--- config.mk ---
export PLATFORM = sky130hd
export DESIGN_NAME = instr_fetch_unit
export DESIGN_NICKNAME = d
export VERILOG_FILES = /design/src/rtl/fetch_pkg.sv /design/src/rtl/fetch_queue.sv /design/src/rtl/instr_fetch_unit.sv
export SDC_FILE = /design/constraint.sdc
export NUM_CORES = 1
export LEC_CHECK = 0
export ABC_AREA = 1
export CORE_MARGIN = 3
export CORE_UTILIZATION = 29
export CTS_CLUSTER_DIAMETER = 50
export DETAILED_ROUTE_END_ITERATION = 8
export DONT_BUFFER_PORTS = 1
export PLACE_DENSITY_LB_ADDON = 0.15
export SETUP_SLACK_MARGIN = 0.15
export SYNTH_ARGS = -nofsm -noshare
export SYNTH_HDL_FRONTEND = slang
export SYNTH_SLANG_ARGS = --single-unit
--- constraint.sdc ---
create_clock -name clk -period 12.86 [get_ports clk]
set_clock_uncertainty 0.15 [all_clocks]
set_input_delay 0.643 -clock clk [delete_from_list [all_inputs] [get_ports clk]]
set_output_delay 0.643 -clock clk [all_outputs]
set_load 0.02 [all_outputs]
--- src/rtl/fetch_pkg.sv ---
// Shared types and constants for the instruction fetch front end.
// Configuration macro consumed by this slice: FETCH_PERF_CNT_EN (see instr_fetch_unit).
package fetch_pkg;

    localparam int FETCH_DEPTH = 2;
    localparam int FETCH_PTR_W = (FETCH_DEPTH > 1) ? $clog2(FETCH_DEPTH) : 1;
    localparam int FETCH_CNT_W = $clog2(FETCH_DEPTH + 1);
    localparam int FETCH_PC_W  = 32;

    typedef enum logic [1:0] {
        IDLE = 2'd0,
        WAIT = 2'd1,
        DROP = 2'd2
    } fetch_state_e;

    typedef struct packed {
        logic [31:0]           inst;
        logic [FETCH_PC_W-1:0] pc;
    } fetch_entry_t;

    function automatic logic [FETCH_PTR_W-1:0] ptr_inc(input logic [FETCH_PTR_W-1:0] ptr);
        if (ptr == FETCH_PTR_W'(FETCH_DEPTH - 1)) begin
            return '0;
        end
        return ptr + FETCH_PTR_W'(1);
    endfunction

endpackage

--- src/rtl/fetch_queue.sv ---
// Small FIFO buffering fetched instructions ahead of decode.
// Flush wins over push and pop issued in the same cycle.
module fetch_queue
    import fetch_pkg::*;
#(
    parameter int DATA_W = 64
) (
    input  logic                   clk,
    input  logic                   rst,
    input  logic                   push_i,
    input  logic [DATA_W-1:0]      push_data_i,
    input  logic                   pop_i,
    input  logic                   flush_i,
    output logic [DATA_W-1:0]      head_o,
    output logic [FETCH_CNT_W-1:0] count_o
);

    logic [DATA_W-1:0]      mem_q [FETCH_DEPTH];
    logic [FETCH_PTR_W-1:0] wr_ptr_q, wr_ptr_d;
    logic [FETCH_PTR_W-1:0] rd_ptr_q, rd_ptr_d;
    logic [FETCH_CNT_W-1:0] count_q, count_d;
    logic                   do_push;
    logic                   do_pop;

    assign do_push = push_i && !flush_i;
    assign do_pop  = pop_i && !flush_i && (count_q != '0);

    always_comb begin
        wr_ptr_d = wr_ptr_q;
        rd_ptr_d = rd_ptr_q;
        count_d  = count_q;
        if (flush_i) begin
            wr_ptr_d = '0;
            rd_ptr_d = '0;
            count_d  = '0;
        end else begin
            if (do_push) begin
                wr_ptr_d = ptr_inc(wr_ptr_q);
            end
            if (do_pop) begin
                rd_ptr_d = ptr_inc(rd_ptr_q);
            end
            case ({do_push, do_pop})
                2'b10:   count_d = count_q + FETCH_CNT_W'(1);
                2'b01:   count_d = count_q - FETCH_CNT_W'(1);
                default: count_d = count_q;
            endcase
        end
    end

    always_ff @(posedge clk) begin
        if (rst) begin
            wr_ptr_q <= '0;
            rd_ptr_q <= '0;
            count_q  <= '0;
        end else begin
            wr_ptr_q <= wr_ptr_d;
            rd_ptr_q <= rd_ptr_d;
            count_q  <= count_d;
        end
    end

    // Storage is cleared on reset so the head reads as zero until the first push.
    generate
        for (genvar gi = 0; gi < FETCH_DEPTH; gi++) begin : g_entry
            always_ff @(posedge clk) begin
                if (rst) begin
                    mem_q[gi] <= '0;
                end else if (do_push && (wr_ptr_q == FETCH_PTR_W'(gi))) begin
                    mem_q[gi] <= push_data_i;
                end
            end
        end
    endgenerate

    assign head_o  = mem_q[rd_ptr_q];
    assign count_o = count_q;

endmodule

--- src/rtl/instr_fetch_unit.sv ---
// Fetch stage: word PC, single outstanding imem read, 2-entry queue to decode.
// Define FETCH_PERF_CNT_EN to add the perf_fetched / perf_flushed counters.
module instr_fetch_unit
    import fetch_pkg::*;
#(
    parameter logic [31:0] RESET_PC = 32'd0,
    parameter int          ADDR_W   = 32
) (
    input  logic              clk,
    input  logic              rst,
    output logic              imem_req,
    output logic [ADDR_W-1:0] imem_addr,
    input  logic              imem_rvalid,
    input  logic [31:0]       imem_rdata,
    input  logic              redirect_valid,
    input  logic [ADDR_W-1:0] redirect_pc,
    output logic              inst_valid,
    input  logic              inst_ready,
    output logic [31:0]       inst,
`ifdef FETCH_PERF_CNT_EN
    output logic [31:0]       perf_fetched,
    output logic [31:0]       perf_flushed,
`endif
    output logic [ADDR_W-1:0] inst_pc
);

    localparam int ENTRY_W = 32 + ADDR_W;

    fetch_state_e           state_q, state_d;
    logic [ADDR_W-1:0]      pc_q, pc_d;
    logic [FETCH_CNT_W-1:0] q_count;
    logic [ENTRY_W-1:0]     q_head;
    logic                   q_push;
    logic                   q_pop;

    // Requests are held off during a redirect so the new PC is used next cycle.
    assign imem_req   = (state_q == IDLE) && (q_count < FETCH_CNT_W'(FETCH_DEPTH))
                        && !redirect_valid && !rst;
    assign imem_addr  = pc_q;
    assign inst_valid = (q_count != '0) && !redirect_valid;
    assign q_pop      = inst_valid && inst_ready;
    assign q_push     = (state_q == WAIT) && imem_rvalid && !redirect_valid;

    always_comb begin
        state_d = state_q;
        pc_d    = pc_q;
        unique case (state_q)
            IDLE: begin
                if (redirect_valid) begin
                    pc_d = redirect_pc;
                end else if (imem_req) begin
                    pc_d    = pc_q + ADDR_W'(1);
                    state_d = WAIT;
                end
            end
            WAIT, DROP: begin
                if (redirect_valid) begin
                    pc_d    = redirect_pc;
                    state_d = imem_rvalid ? IDLE : DROP;
                end else if (imem_rvalid) begin
                    state_d = IDLE;
                end
            end
            default: state_d = IDLE;
        endcase
    end

    always_ff @(posedge clk) begin
        if (rst) begin
            state_q <= IDLE;
            pc_q    <= ADDR_W'(RESET_PC);
        end else begin
            state_q <= state_d;
            pc_q    <= pc_d;
        end
    end

    // The in-flight word belongs to pc-1 since pc advanced when it was issued.
    fetch_queue #(
        .DATA_W(ENTRY_W)
    ) u_queue (
        .clk        (clk),
        .rst        (rst),
        .push_i     (q_push),
        .push_data_i({imem_rdata, pc_q - ADDR_W'(1)}),
        .pop_i      (q_pop),
        .flush_i    (redirect_valid),
        .head_o     (q_head),
        .count_o    (q_count)
    );

    assign inst    = q_head[ENTRY_W-1 -: 32];
    assign inst_pc = q_head[ADDR_W-1:0];

`ifdef FETCH_PERF_CNT_EN
    logic [31:0] perf_fetched_q;
    logic [31:0] perf_flushed_q;
    logic        flush_hits;

    // Only a live (WAIT) request counts as discarded work; a DROP request is already stale.
    assign flush_hits = redirect_valid && ((q_count != '0) || (state_q == WAIT));

    always_ff @(posedge clk) begin
        if (rst) begin
            perf_fetched_q <= '0;
            perf_flushed_q <= '0;
        end else begin
            if (q_pop) begin
                perf_fetched_q <= perf_fetched_q + 32'd1;
            end
            if (flush_hits) begin
                perf_flushed_q <= perf_flushed_q + 32'd1;
            end
        end
    end

    assign perf_fetched = perf_fetched_q;
    assign perf_flushed = perf_flushed_q;
`endif

endmodule

Yosys cells after proc, flatten, opt, wreduce, memory -nomap -nowiden
Memories as Yosys holds them, arrays and structs flattened. A register that Yosys moved wholly into a read port is not among the register bits.
Index checks and enable logic that the tools add are counted.
{"block": "word_totals", "reg_bits": 38, "ram_bits": 128, "inputBits": 69, "out_inout_bits": 98, "wordCells": 80, "mem_count": 1}
{"name": "u_queue.mem_q", "words": 2, "word_bits": 64, "rd": 1, "rd_clocked_by_memory_dff": 1, "wr": 2, "line": "fetch_queue.sv:18", "rtl": "logic [DATA_W-1:0] mem_q [FETCH_DEPTH];"}
{"block": "classes", "n_addsub": 6, "order_cmp": 1, "eq_ne": 9, "mux": 33, "n_bitwise": 3, "reduce_logical": 22}
{"cell": "2-to-1 mux 64 bit", "n": 2}
{"cell": "2-to-1 mux 32 bit", "n": 3}
{"cell": "case mux 32 bit (2 select lines)", "n": 1}
{"cell": "adder 32 x 1 -> 32 bit, second input constant", "n": 1}
{"cell": "subtractor 32 x 1 -> 32 bit, second input constant", "n": 1}
{"cell": "2-to-1 mux 1 bit", "n": 20}
{"cell": "logical AND 1 bit", "n": 12}
{"cell": "2-to-1 mux 2 bit", "n": 5}
{"cell": "case mux 2 bit (2 select lines)", "n": 2}
{"cell": "!= test 2 bit, second input constant", "n": 3}
{"cell": "!= test 3 bit, second input constant", "n": 2}
{"cell": "AND reduction 3 bit", "n": 2}
{"cell": "nonzero test 2 bit", "n": 3}
{"cell": "equality test 2 x 1 -> 1 bit, second input constant", "n": 2}
{"cell": "equality test 2 bit, second input constant", "n": 2}
{"cell": "OR reduction 2 bit", "n": 2}
{"cell": "adder 1 bit, second input constant", "n": 2}
{"cell": "adder 2 x 1 -> 2 bit, second input constant", "n": 1}
{"cell": "zero test 1 bit", "n": 2}
{"cell": "zero test 2 bit", "n": 1}
{"cell": "< comparator 2 bit, second input constant", "n": 1}
{"cell": "bitwise OR 1 bit", "n": 2}
{"cell": "subtractor 2 x 1 -> 2 bit, second input constant", "n": 1}
{"cell": "NOT 1 bit", "n": 1}

Depth between registers and ports, before layout
{"block": "depth", "depth_word": 10, "depth_mapped": 11, "mapped_depth_nobuf": 10}

By module
From an unflattened synthesis, not the netlist that was laid out.
{"block": "unflattened", "hier_cells": 1058, "area_unflattened_um2": 9295.2}
{"mod": "fetch_queue", "n_inst": 1, "cells_per_inst": 442, "area_per_inst_um2": 5708.0, "seq_area_each_um2": 3943.8}
{"mod": "instr_fetch_unit", "n_inst": 1, "cells_per_inst": 616, "area_per_inst_um2": 3587.2, "seq_area_each_um2": 680.7}

Least setup slack after synthesis
OpenSTA, ideal clock, no wires.
{"block": "synth_timing", "kind": "input to register", "start": "input redirect_valid", "end": "memory u_queue.mem_q[0][0], enable pin", "setup_ns": 0.574, "arrival_ns": 5.412, "required_time_ns": 12.136, "setup_slack_ns": 6.723, "cell_stages": 3, "n_path_buf": 0, "path_cell_list": "inv_1 > nand3_1 > o21ai_0"}
{"item": "start, declared", "line": "instr_fetch_unit.sv:15", "rtl": "input logic redirect_valid,"}
{"item": "end, declared", "line": "fetch_queue.sv:18"}

Final worst setup path
{"block": "layout_timing", "start": "register state_q[0]", "end": "register pc_q[5], in the netlist imem_addr[5]"}
{"block": "layout_between", "elab_chain_cells": 6, "word_cells_on_any_way": 12, "cone_classes": "4 x eq/ne; 1 x mux; 7 x reduce/logical"}
{"item": "start, declared", "line": "instr_fetch_unit.sv:29", "rtl": "fetch_state_e state_q, state_d;"}
{"item": "start signal, assigned", "line": "instr_fetch_unit.sv:73", "rtl": "state_q <= state_d;"}
{"item": "zero test 2 bit", "line": "instr_fetch_unit.sv:37, instr_fetch_unit.sv:47"}
{"item": "logical AND 1 bit", "line": "instr_fetch_unit.sv:37", "rtl": "assign imem_req = (state_q == IDLE) && (q_count < FETCH_CNT_W'(FETCH_DEPTH))"}
{"item": "logical AND 1 bit (2 in series)", "line": "instr_fetch_unit.sv:38", "rtl": "&& !redirect_valid && !rst;"}
{"item": "!= test 3 bit (no source line)"}
{"item": "AND reduction 3 bit (no source line)"}
{"item": "end signal, assigned", "line": "instr_fetch_unit.sv:71", "rtl": "pc_q <= ADDR_W'(RESET_PC);"}
{"item": "end signal, assigned", "line": "instr_fetch_unit.sv:74", "rtl": "pc_q <= pc_d;"}
{"item": "end, declared", "line": "instr_fetch_unit.sv:30", "rtl": "logic [ADDR_W-1:0] pc_q, pc_d;"}
Several ways; a longest one is shown, not always the timed one.
A chain may end at the register's enable or synchronous reset.

==> impl_results.rst <==
.. list-table::
   :header-rows: 1

   * - Metric
     - Value
   * - Run status
     - completed
   * - HPWL after detailed placement
     - 17,100 um
   * - CTS sink cnt
     - between 150 and 200
   * - Wire length of the first global-routing pass
     - about 39,000 um
   * - Setup Crit Path Kind
     - flip-flop to flip-flop
   * - Critical Path Sink
     - imem_addr[5]
   * - Clock Tree Buf Depth
     - 2
   * - Core box area
     - between 30,000 and 40,000 um2
   * - Global routing's busiest layer
     - met2
   * - Synthesized instance count
     - ~1,000
   * - Setup repair after global routing missed its margin
     - no
   * - Combined flip-flop and latch cell area
     - approximately 4600 um2
   * - Most common library cell in the layout ignoring fill and taps
     - nor2_1
   * - Setup crit start
     - state_q[0]
   * - Dominant cells by area after synthesis
     - edfxtp_1 (43%), nor2_1 (9.9%), dfxtp_1 (8.7%)
   * - Full die area
     - roughly 33,000 um2
   * - Chip Width
     - 182 um
   * - Area of the multi-input gates
     - ~3800 um2
   * - Total of fill cells in the finished design
     - roughly 3,200
   * - Maximum number of pins on one net before global-route repair
     - 65
   * - Worst Tran Pin Value
     - between 1 and 1.5 ns
   * - Cell leakage power
     - between 3 and 4 nW
   * - Hold violation total from the final report
     - 0
   * - Post-CTS Setup Inserts
     - 0
   * - Starting DRC count in detailed routing
     - 380
   * - Final core area utilization
     - 32.8%
   * - Sequential element share of the synthesized area
     - approximately half
   * - Areal power density over the cells
     - 169 nW/um2
   * - Finished Cell Area
     - approximately 10000 um2
   * - Via count of the first global-routing pass
     - ~6,500
   * - Number of H-tree branching levels
     - 4
   * - Initial antenna violation count
     - 1
   * - Hold crit path type
     - primary input to flip-flop
   * - Effective utilization at floorplan
     - between 20% and 30%
   * - Insertion delay of the later-clocked pin in the worst-skew pair
     - roughly 0.43 ns
   * - Pins over their slew limit
     - 0
   * - Max-cap violations
     - 0
   * - Area growth from synthesis to final layout
     - 9.88%
   * - Max FO, Critical Path
     - 42
   * - R2R cell count
     - 8
   * - Num ports
     - around 170
   * - Synthesized area per cell
     - 8.71 um2
   * - Die Y-Extent
     - 182 um
   * - Number of instances resized during post-cts repair
     - 0
   * - Fraction of layout instances using a drive strength above 1
     - between 10% and 20%
   * - Commonest cells after routing, fill and taps aside
     - nor2_1 (237), nand2_1 (193), edfxtp_1 (128)
   * - Met2 layer usage reported by global route
     - 22.5%
   * - Register-to-register path setup slack
     - approximately 9.5 ns
   * - Library cell used as clock root buffer
     - clkbuf_16
   * - Terminus of the critical flop-to-flop path
     - imem_addr[5]
   * - Required arrival time at the worst endpoint
     - between 10 and 15 ns
   * - Detailed Route WL
     - 25,200 um
   * - Reg-to-reg critical path startpoint
     - state_q[0]
   * - Met1 demand-to-capacity share in global routing
     - a little over a fifth
   * - Final count of negative-setup-slack endpoints
     - 0
   * - Count of warnings emitted by yosys
     - 0
   * - Total inserted antenna cells
     - 0
   * - Drt first pass iters
     - 5
   * - Register bit count reported by yosys
     - 167
   * - Placed cell areas
     - roughly 9300 um2
   * - Hold-fix buffers at CTS
     - 0
   * - Overall Global Routing Usage
     - between 10% and 20%
   * - Worst slew slack as a fraction of its limit
     - 32.1%
   * - Number of input and output port buffers inserted
     - 0
   * - Max frequency
     - slightly below 0.3 GHz
   * - Reg clk slew, reported paths
     - 0.07 ns
   * - Inserted Clock Buffers
     - 17
   * - Peak supply drop
     - 0.0000850 V
   * - Syn nets
     - between 1,000 and 1,500
   * - Crit path capture type
     - flip-flop
   * - Combined area of all synthesized cells
     - about 9000 um2
   * - Routed via count
     - 6,625
   * - Number of nets with antenna violations after detailed routing
     - 0
   * - Number of core rows
     - between 60 and 70
   * - Post-route setup TNS
     - 0 ns
   * - Placer congestion estimate
     - a little over 0.8
   * - Met3 Usage GRT
     - 3.61%
   * - Period minus WS final
     - 3.40 ns
   * - Layout Nets
     - between 1,000 and 1,500
   * - Arr. time, crit path
     - 3.56 ns
   * - Vias per Instance
     - about 4.7
   * - Detailed-route wire length per cell
     - 17.8 um
   * - Final clock period utilization by the worst path
     - between 20% and 30%
   * - Cell type with the largest total area after synthesis
     - edfxtp_1
   * - Post-synthesis cell type count
     - 36
   * - Crit path launch type
     - flip-flop
   * - Post-route DRC
     - 0
   * - TritonCTS clock tree
     - done
   * - Share of the synthesized area in the top cell type
     - between 40% and 50%
   * - Residual overflow from global routing
     - 0
[worst min-delay path by stage]
stage	slack (ns)	depth (start not counted)	startpoint	to
floorplan	0.27	1	u_queue.count_o[0]	u_queue.count_o[0]
global placement	0.28	1	u_queue.count_o[0]	u_queue.count_o[0]
detailed placement	0.29	1	u_queue.count_o[0]	u_queue.count_o[0]
CTS	0.10	1	rst	imem_addr[31]
global route	0.11	1	rst	state_q[1]
finish	0.13	1	rst	state_q[1]
[routing by layer]
metal	wire, um	part of all wire, %
met1	12300	49
met4	357	1.4
met2	11000	44
met3	1480	5.9
met5	13	0.052
[critical path, stage by stage, from the launching register on]
cell	delay, ns
dfxtp_1	0.36
inv_1	0.08
ha_1	0.34
nor2_4	0.80
clkinv_1	0.94
nor3_1	0.37
o21ai_0	0.11
nand2_1	0.08
a21oi_1	0.04
[logic make-up after synthesis]
family | count (synthesis) | synth area share [%]
xor gates and xnor gates | 23 | 2.24
and+or+nand+nor | 521 | 24.4
AOI/OAI and AO/OA | 102 | 5.80
muxes | 64 | 8.01
buffers and inverters | 149 | 7.15
adders and majority gates | 7 | 0.974
DFF | 167 | 51.4
[stage by stage]
step,power [mW],cells,setup slack (ns),hold slack (ns)
2_1_floorplan,1.06,1033,6.72,0.272
3_3_place_gp,1.18,1382,9.44,0.281
3_5_place_dp,1.18,1382,9.37,0.295
4_1_cts,1.70,1414,9.35,0.101
5_1_grt,1.78,1414,9.02,0.108
6_report,1.67,1414,9.46,0.131
[synth_stat cells (all sizes together)]
cell and number:
nor2 253, nand2 202, edfxtp 128, inv 102, mux2 64, a21oi 58, nand3 50, o21ai 40
dfxtp 39, buf 31, xor2 20, clkbuf 15, ha 7, nand4 7, nor3 4, xnor2 3
a31oi 2, and2 2, nand3b 2, a211oi 1, clkinv 1, nor4 1, o21a 1
[report_power, final]
group	leakage (nW)	switching, mW	internal [mW]
clock network	0.284	0.250	0.260
registers	1.65	0.106	0.628
logic	1.83	0.301	0.124
total	3.76	0.657	1.01
[sequential cells by signal, indices dropped and copies added, names as in the netlist, named ones only]
name              cells
u_queue.mem_q       128
imem_addr            32
state_q               2
u_queue.count_o       2
u_queue.rd_ptr_q      1
u_queue.wr_ptr_q      1
[final cells by class]
| type | instances | area share [%] |
|---|---|---|
| clock buffers | 17 | 4.31 |
| clock inverters | 15 | 1.62 |
| inverters | 103 | 3.91 |
| multi-input cells | 717 | 38.0 |
| flip-flops and latches | 167 | 46.8 |
| well taps | 390 | 4.94 |
| repair buffers | 5 | 0.380 |
Note: power is estimated with default switching activity, not from simulation.
